**config.mk**
```make
export PLATFORM = sky130hd
export DESIGN_NAME = sr_pulse_gen
export DESIGN_NICKNAME = d
export VERILOG_FILES = /design/src/rtl/sr_pulse_gen.sv
export SDC_FILE = /design/constraint.sdc
export NUM_CORES = 1
export LEC_CHECK = 0
export ABC_CLOCK_PERIOD_IN_PS = 5600
export CAP_MARGIN = 20
export CORE_MARGIN = 2
export CORE_UTILIZATION = 55
export CTS_BUF_LIST = sky130_fd_sc_hd__clkbuf_4
export DETAILED_ROUTE_END_ITERATION = 10
export HOLD_SLACK_MARGIN = 0.06
export PLACE_DENSITY = 0.72
export RECOVER_POWER = 100
export SLEW_MARGIN = 20
export SYNTH_ARGS = -nofsm -noshare
export SYNTH_HDL_FRONTEND = slang
export SYNTH_SLANG_ARGS = --single-unit
export TNS_END_PERCENT = 30
```
**constraint.sdc**
```tcl
create_clock -name Clk -period 5.6 [get_ports Clk]
set_input_delay 1.12 -clock Clk [delete_from_list [all_inputs] [get_ports Clk]]
set_output_delay 1.12 -clock Clk [all_outputs]
set_load 0.005 [all_outputs]
```
**src/rtl/sr_pulse_gen.sv**
```systemverilog
// rtl/sr_pulse_gen.sv - debounced, mutually exclusive S/R pulse generator
//
// Purpose: turns two raw, asynchronous, bouncy request lines into clean,
// fixed-width S/R pulses with a minimum gap, so the downstream SR flip-flop
// never sees S and R high together.
//
// Ports:
//   Clk        in   single clock, all logic on posedge
//   Rst_n      in   synchronous active-low reset
//   Set_req    in   raw asynchronous set request, active high
//   Reset_req  in   raw asynchronous reset request, active high
//   S          out  registered set pulse to the flip-flop
//   R          out  registered reset pulse to the flip-flop
//   Busy       out  high while pulsing or in the post-pulse gap
//   Conflict   out  one-cycle flag when a simultaneous pending request is dropped
//   Q_shadow   out  (SR_PULSE_SHADOW_EN only) expected flip-flop state
//
// Optional feature macro: SR_PULSE_SHADOW_EN
module sr_pulse_gen #(
  parameter int unsigned DEBOUNCE_CYCLES = 4,
  parameter int unsigned PULSE_WIDTH     = 1,
  parameter int unsigned GAP_CYCLES      = 1,
  parameter bit          RESET_PRIORITY  = 1'b1,
  parameter int unsigned CNT_W           = 8
) (
  input  logic Clk,
  input  logic Rst_n,
  input  logic Set_req,
  input  logic Reset_req,
  output logic S,
  output logic R,
  output logic Busy,
  output logic Conflict
`ifdef SR_PULSE_SHADOW_EN
  ,
  output logic Q_shadow
`endif
);

  localparam logic [CNT_W-1:0] DEB_LIM = CNT_W'(DEBOUNCE_CYCLES);
  localparam logic [CNT_W-1:0] PW_LIM  = CNT_W'(PULSE_WIDTH);
  localparam logic [CNT_W-1:0] GAP_LIM = CNT_W'(GAP_CYCLES);
  localparam logic [CNT_W-1:0] ONE     = CNT_W'(1);

  typedef enum logic [1:0] {ST_IDLE, ST_PULSE_S, ST_PULSE_R, ST_GAP} state_t;

  // Channel index 0 is the set request, index 1 the reset request.
  logic [1:0]       sync1_q, sync1_d;
  logic [1:0]       sync2_q, sync2_d;
  logic [1:0]       deb_q, deb_d;
  logic [CNT_W-1:0] deb_cnt_q [2];
  logic [CNT_W-1:0] deb_cnt_d [2];
  logic [1:0]       pend_q, pend_d;
  state_t           state_q, state_d;
  logic [CNT_W-1:0] cnt_q, cnt_d;
  logic             s_q, s_d;
  logic             r_q, r_d;
  logic             busy_q, busy_d;
  logic             conflict_q, conflict_d;
  logic [1:0]       evt;
  logic [1:0]       pend_clr;
  logic [1:0]       want;
`ifdef SR_PULSE_SHADOW_EN
  logic             shadow_q, shadow_d;
  logic [1:0]       redundant;
`endif

  always_comb begin
    sync1_d = {Reset_req, Set_req};
    sync2_d = sync1_q;
    deb_d   = deb_q;
    evt     = 2'b00;
    for (int c = 0; c < 2; c++) begin
      deb_cnt_d[c] = '0;
      if (sync2_q[c] != deb_q[c]) begin
        if (deb_cnt_q[c] + ONE == DEB_LIM) begin
          deb_d[c] = sync2_q[c];
          // Only a rising debounced level is a request; release is silent.
          evt[c]   = sync2_q[c];
        end else begin
          deb_cnt_d[c] = deb_cnt_q[c] + ONE;
        end
      end
    end

    state_d    = state_q;
    cnt_d      = cnt_q;
    pend_clr   = 2'b00;
    conflict_d = 1'b0;
    want       = pend_q;
`ifdef SR_PULSE_SHADOW_EN
    shadow_d  = shadow_q;
    // Requests that would not change the flip-flop are discarded unserved.
    redundant = {pend_q[1] & ~shadow_q, pend_q[0] & shadow_q};
`endif

    case (state_q)
      ST_IDLE: begin
        cnt_d = '0;
`ifdef SR_PULSE_SHADOW_EN
        want     = pend_q & ~redundant;
        pend_clr = redundant;
`endif
        if (want == 2'b11) begin
          conflict_d = 1'b1;
          pend_clr   = 2'b11;
          state_d    = RESET_PRIORITY ? ST_PULSE_R : ST_PULSE_S;
        end else if (want[0]) begin
          pend_clr = pend_clr | 2'b01;
          state_d  = ST_PULSE_S;
        end else if (want[1]) begin
          pend_clr = pend_clr | 2'b10;
          state_d  = ST_PULSE_R;
        end
      end
      ST_PULSE_S, ST_PULSE_R: begin
        if (cnt_q + ONE == PW_LIM) begin
          cnt_d   = '0;
          state_d = (GAP_CYCLES == 0) ? ST_IDLE : ST_GAP;
`ifdef SR_PULSE_SHADOW_EN
          shadow_d = (state_q == ST_PULSE_S);
`endif
        end else begin
          cnt_d = cnt_q + ONE;
        end
      end
      default: begin
        if (cnt_q + ONE == GAP_LIM) begin
          cnt_d   = '0;
          state_d = ST_IDLE;
        end else begin
          cnt_d = cnt_q + ONE;
        end
      end
    endcase

    // A new event on the same edge as a clear keeps the flag set.
    pend_d = (pend_q & ~pend_clr) | evt;
    s_d    = (state_d == ST_PULSE_S);
    r_d    = (state_d == ST_PULSE_R);
    busy_d = (state_d != ST_IDLE);
  end

  always_ff @(posedge Clk) begin
    if (!Rst_n) begin
      sync1_q      <= 2'b00;
      sync2_q      <= 2'b00;
      deb_q        <= 2'b00;
      deb_cnt_q[0] <= '0;
      deb_cnt_q[1] <= '0;
      pend_q       <= 2'b00;
      state_q      <= ST_IDLE;
      cnt_q        <= '0;
      s_q          <= 1'b0;
      r_q          <= 1'b0;
      busy_q       <= 1'b0;
      conflict_q   <= 1'b0;
`ifdef SR_PULSE_SHADOW_EN
      shadow_q     <= 1'b0;
`endif
    end else begin
      sync1_q      <= sync1_d;
      sync2_q      <= sync2_d;
      deb_q        <= deb_d;
      deb_cnt_q[0] <= deb_cnt_d[0];
      deb_cnt_q[1] <= deb_cnt_d[1];
      pend_q       <= pend_d;
      state_q      <= state_d;
      cnt_q        <= cnt_d;
      s_q          <= s_d;
      r_q          <= r_d;
      busy_q       <= busy_d;
      conflict_q   <= conflict_d;
`ifdef SR_PULSE_SHADOW_EN
      shadow_q     <= shadow_d;
`endif
    end
  end

  assign S        = s_q;
  assign R        = r_q;
  assign Busy     = busy_q;
  assign Conflict = conflict_q;
`ifdef SR_PULSE_SHADOW_EN
  assign Q_shadow = shadow_q;
`endif

endmodule

```
; Yosys cells after proc, flatten, opt, wreduce, memory -nomap -nowiden
; Memory sizes are Yosys's and may differ from the RTL's.
; Cells that the tools add are included.
[classes]
reduce_logical = 7
muxes = 23
add_sub_neg = 3
bitwise = 6
eq_ne = 10
[ops]
columns = operator, n
row1 = $mux 8, 6
row2 = $add 8x1->8 const B, 3
row3 = $mux 2, 9
row4 = $eq 8x3->1 const B, 2
row5 = $eq 8x1->1 const B, 1
row6 = $mux 1, 7
row7 = $eq 2x2->1 const B, 3
row8 = $reduce_and 2->1, 3
row9 = $eq 2x1->1 const B, 2
row10 = $pmux 2 s2, 1
row11 = $reduce_or 3->1, 1
row12 = $and 2x2->2, 1
row13 = $logic_not 2->1, 1
row14 = $ne 1x1->1, 2
row15 = $not 2->2, 1
row16 = $or 1x1->1, 2
row17 = $or 2x2->2, 1
row18 = $reduce_bool 2->1, 1
row19 = $reduce_or 2->1, 1
row20 = $not 1->1, 1
[word_totals]
elab_cells = 61
memories = 1
mem_bits_rw = 16
regBits = 22
input_bits = 4
out_inout_bits = 4
[memory_table]
columns = name, depth, word_bits, rd, rd_ports_with_merged_regs, wr, line_no
row1 = deb_cnt_q, 2, 8, 2, 0, 2, 51  ; logic [CNT_W-1:0] deb_cnt_q [2];

; Depth between registers and ports, before layout
[logic_depth]
ltp_word = 7
mapped_depth = 7
depth_no_buf = 7

; Worst setup path before layout
; OpenSTA, ideal clock, no wires.
[synth_timing]
path_type = input to register
start = input Rst_n
end = register r_q (netlist: R)
required_time_ns = 5.528
slack_ns = 3.776
t_arrival_ns = 1.753
setup_ns = 0.072
n_path_buf = 0
cell_stages = 3
cell_sequence = inv_1 or4b_1 mux2i_1
[synth_rtl]
columns = element, line_no
row1 = from (decl), 27  ; input logic Rst_n,
row2 = to (signal assigned), 171  ; r_q <= r_d;
row3 = to (decl), 57  ; logic r_q, r_d;

==> impl_summary.md <==
Timing
Setup repair after global routing left no endpoint under its margin. For the final routed database, the setup TNS stands at 0 ns. The total count of max-transition violations in the final report is 0. Across all hold checks on the routed design, the worst slack comes to 0.4491 ns. The final critical path time including I/O delays and setup is 2.420 ns. For the pin with the worst max-slew slack, the measured transition is 0.4773 ns. The slack of the critical path is 3.180 ns. Dividing the final minimum period by the clock period gives 0.4322. In this run the tightest slew margin relative to its limit is 0.6818. Setup violations remaining at the end of the flow were counted as 0. Derived from the worst setup path, the maximum achievable clock frequency is 413.2 MHz. The worst-case clock skew is 0.01770 ns.

The final hold violation count was 0.

Pwr
The analysis attributes to cell leakage a power of 0.7052 nW. The total power draw is 0.5453 mW. For this design the ratio of total power to cell area is 288.6 mW/mm^2.

VDD sags by at most 156.1 uV.

Floorplanning
The count of standard-cell rows is 20. The height of the chip is 60.32 um. The die covers 0.003638 mm^2.

For this configuration, the core starts out at a cell density of 0.5760. The core region is 0.003028 mm^2. The overall die width is 60.32 um. 8 I/O pins were placed.

Finish
For this run, the post-layout net count is 210. The area growth from synthesis to layout is 8.321%. The filler cell count is 265. The fraction of layout instances using a drive strength above 1 is 0.06965. The utilization after layout is 0.6240.

After routing the design area is 0.001889 mm^2. The repair_antennas step left the layout with diodes totalling 0. The finished layout holds 245 standard cells, fillers aside.

Route
The number of optimization iterations in the first detailed-route pass is 4. The met3 routed wirelength is 107 um. In the final routing, the length of wire on met1 measures 1.309 mm.

The average wire per standard cell is 11.56 um. The initial DRC count is 78. The post-detailed-route via-to-cell ratio is 5.229. The final wirelength is 2.832 mm. The highest signal layer in the routed design is met4.

The met2 wire length is 1.343 mm. The count of vias placed by the detailed router is 1281. The remaining antenna violation count is 0.

The remaining design rule violation count is 0.

Place
The placer's final routability congestion estimate is 0.7489. The post-placement cell area is 0.001846 mm^2. The number of buffers added on ports is 7. Prior to clock tree synthesis, the placed netlist has a worst setup slack of 2.857 ns.

The number of placed instances, taps included, is 237. The detailed placement HPWL is 2.043 mm.

Clock tree
TritonCTS built the clock tree. The clock transition at the register clock pins on the worst setup and hold paths after CTS is 0.12 ns. The post-cts repair resize count is 0. The post-CTS setup buffer count is 0.

The number of hold buffers added after CTS is 0. The clock insertion delay at the later pin of the skew report is 0.35 ns. The number of sinks on the clock net is 38. The depth of the CTS H-tree is 2. TritonCTS created 5 clock buffers. The number of buffers between clock root and the deepest sink is 2. The cell sitting at the root of the clock tree is a sky130_fd_sc_hd__clkbuf_4.

GRT
Entering global routing, the biggest net connects 14 pins. The final global-route overflow total is 0. For this run, the total global-route usage over all layers was measured as 0.1854. The wire length of the first global-routing pass is 4.933 mm. The number of global-route vias before repair is 1185.

The initial antenna violation count was 0.

Min path
The worst hold path terminates at sync2_q[0]. In this run the worst hold path is classified as reg2reg. The worst hold path begins at sync1_q[0].

The worst hold path cell count is 1.

Synth
The post-synthesis instance area is 0.001744 mm^2. Counting every net in the synthesized netlist gives 200. The commonest register cell after synthesis is sky130_fd_sc_hd__dfxtp_1. In the synthesized netlist the async set-or-reset flop fraction comes to 0. The share of synthesized area in the top cell type comes to 0.4362. The gate count after technology mapping is 190. After synthesis, the netlist uses 41 different library cells.

Synthesis inferred 38 register bits. The post-synthesis area per instance is 9.180 um^2. Of the synthesized area, sequential elements account for 0.4362. The synthesized design contains 0 enable-type register cells. By area the synthesized netlist is led by sky130_fd_sc_hd__dfxtp_1, sky130_fd_sc_hd__nor2_1, sky130_fd_sc_hd__xor2_1.

By instance count, the leading cell after synthesis is sky130_fd_sc_hd__dfxtp_1. The biggest area contributor in the post-synthesis netlist is sky130_fd_sc_hd__dfxtp_1. The count of synthesis-stage warnings from yosys is 0. Sorting the synthesized cells by how often they occur yields sky130_fd_sc_hd__dfxtp_1, sky130_fd_sc_hd__nor2_1, sky130_fd_sc_hd__inv_1, sky130_fd_sc_hd__nand2_1.

Setup path
In this run the critical register-to-register path is launched from cnt_q[0]. The destination of the worst register-to-register timing path is state_q[1]. The worst setup path is captured at a flop. The critical path is of the in2reg type. Counting cells, the worst reg-to-reg path comes to 6. The worst setup path is launched from an input pin. The biggest fanout along the worst timing path is 13. The worst path required time is 5.90 ns.

The worst register-to-register path has a setup slack of 3.46 ns. For the worst setup path, the data arrival time is 2.72 ns.

Run
The tool flagged a number of max-cap violations equal to 0.

Outcome
The run finished with clean final reports.
==> state kept, by name (all words and copies together), names as in the netlist <==
signal and cells:
Busy 1, pend_q 2, sync1_q 2, deb_q 2, cnt_q 8, state_q 2
sync2_q 2, deb_cnt_q 16, S 1, R 1, Conflict 1
==> worst max-delay path, cell delays in order <==
cell and delay [ns]:
sky130_fd_sc_hd__dlygate4sd3_1 0.78, sky130_fd_sc_hd__inv_1 0.20, sky130_fd_sc_hd__or4b_1 0.49, sky130_fd_sc_hd__mux2i_1 0.13
==> per-layer routing <==
layer,GRT usage,up-vias
met3,0.05195,8
met1,0.2262,587
met4,0.1048,0
met2,0.2935,22
met5,0,-
li1,-,664
==> cell usage in the layout, fill, tap and decap left out, drive strengths merged, types with 2 or more instances in the layout <==
master / count
a21oi: 8
and2: 4
and3: 3
clkbuf: 5
clkdlybuf4s50: 2
clkinv: 2
dfxtp: 38
dlygate4sd3: 5
ha: 6
inv: 11
mux2i: 7
nand2: 11
nand2b: 3
nand3: 10
nand3b: 3
nand4: 2
nor2: 27
nor3: 6
nor3b: 2
nor4: 2
o21ai: 4
o22ai: 2
or2: 4
or3: 2
or4b: 2
xnor2: 8
xor2: 10
==> worst max-delay path by stage <==
stage	from	to	slack, ns	cells after the start
4_1_cts	Rst_n	R	3.23	4
6_report	Rst_n	R	3.18	4
3_3_place_gp	Rst_n	S	2.92	4
2_1_floorplan	Rst_n	R	3.78	3
5_1_grt	Rst_n	R	3.03	4
3_5_place_dp	Rst_n	R	2.86	4
==> logic make-up after synthesis <==
| kind of cell | share of synthesized area |
|---|---|
| and+or+nand+nor | 0.2611 |
| DFF | 0.4362 |
| AOI/OAI and AO/OA | 0.08179 |
| xor gates and xnor gates | 0.09039 |
| buffers and inverters | 0.04735 |
| muxes | 0.04017 |
| adders and majority gates | 0.04304 |
==> layout make-up <==
| cell class | count | area (um^2) | area share |
|---|---|---|---|
| multi-input combinational | 136 | 890.9 | 0.4715 |
| sequential | 38 | 760.7 | 0.4026 |
| inverter | 12 | 58.81 | 0.03113 |
| clock buffer | 5 | 37.54 | 0.01987 |
| timing repair buffer | 7 | 70.07 | 0.03709 |
| clock inverter | 3 | 16.27 | 0.008609 |
| tap | 44 | 55.05 | 0.02914 |
==> report_power, final <==
| group | switching [mW] | internal [mW] | total, mW |
|---|---|---|---|
| sequential | 0.00719 | 0.283 | 0.290 |
| clock | 0.0905 | 0.0467 | 0.137 |
| combinational | 0.0622 | 0.0555 | 0.118 |
Power figures use the tool's default switching activity.
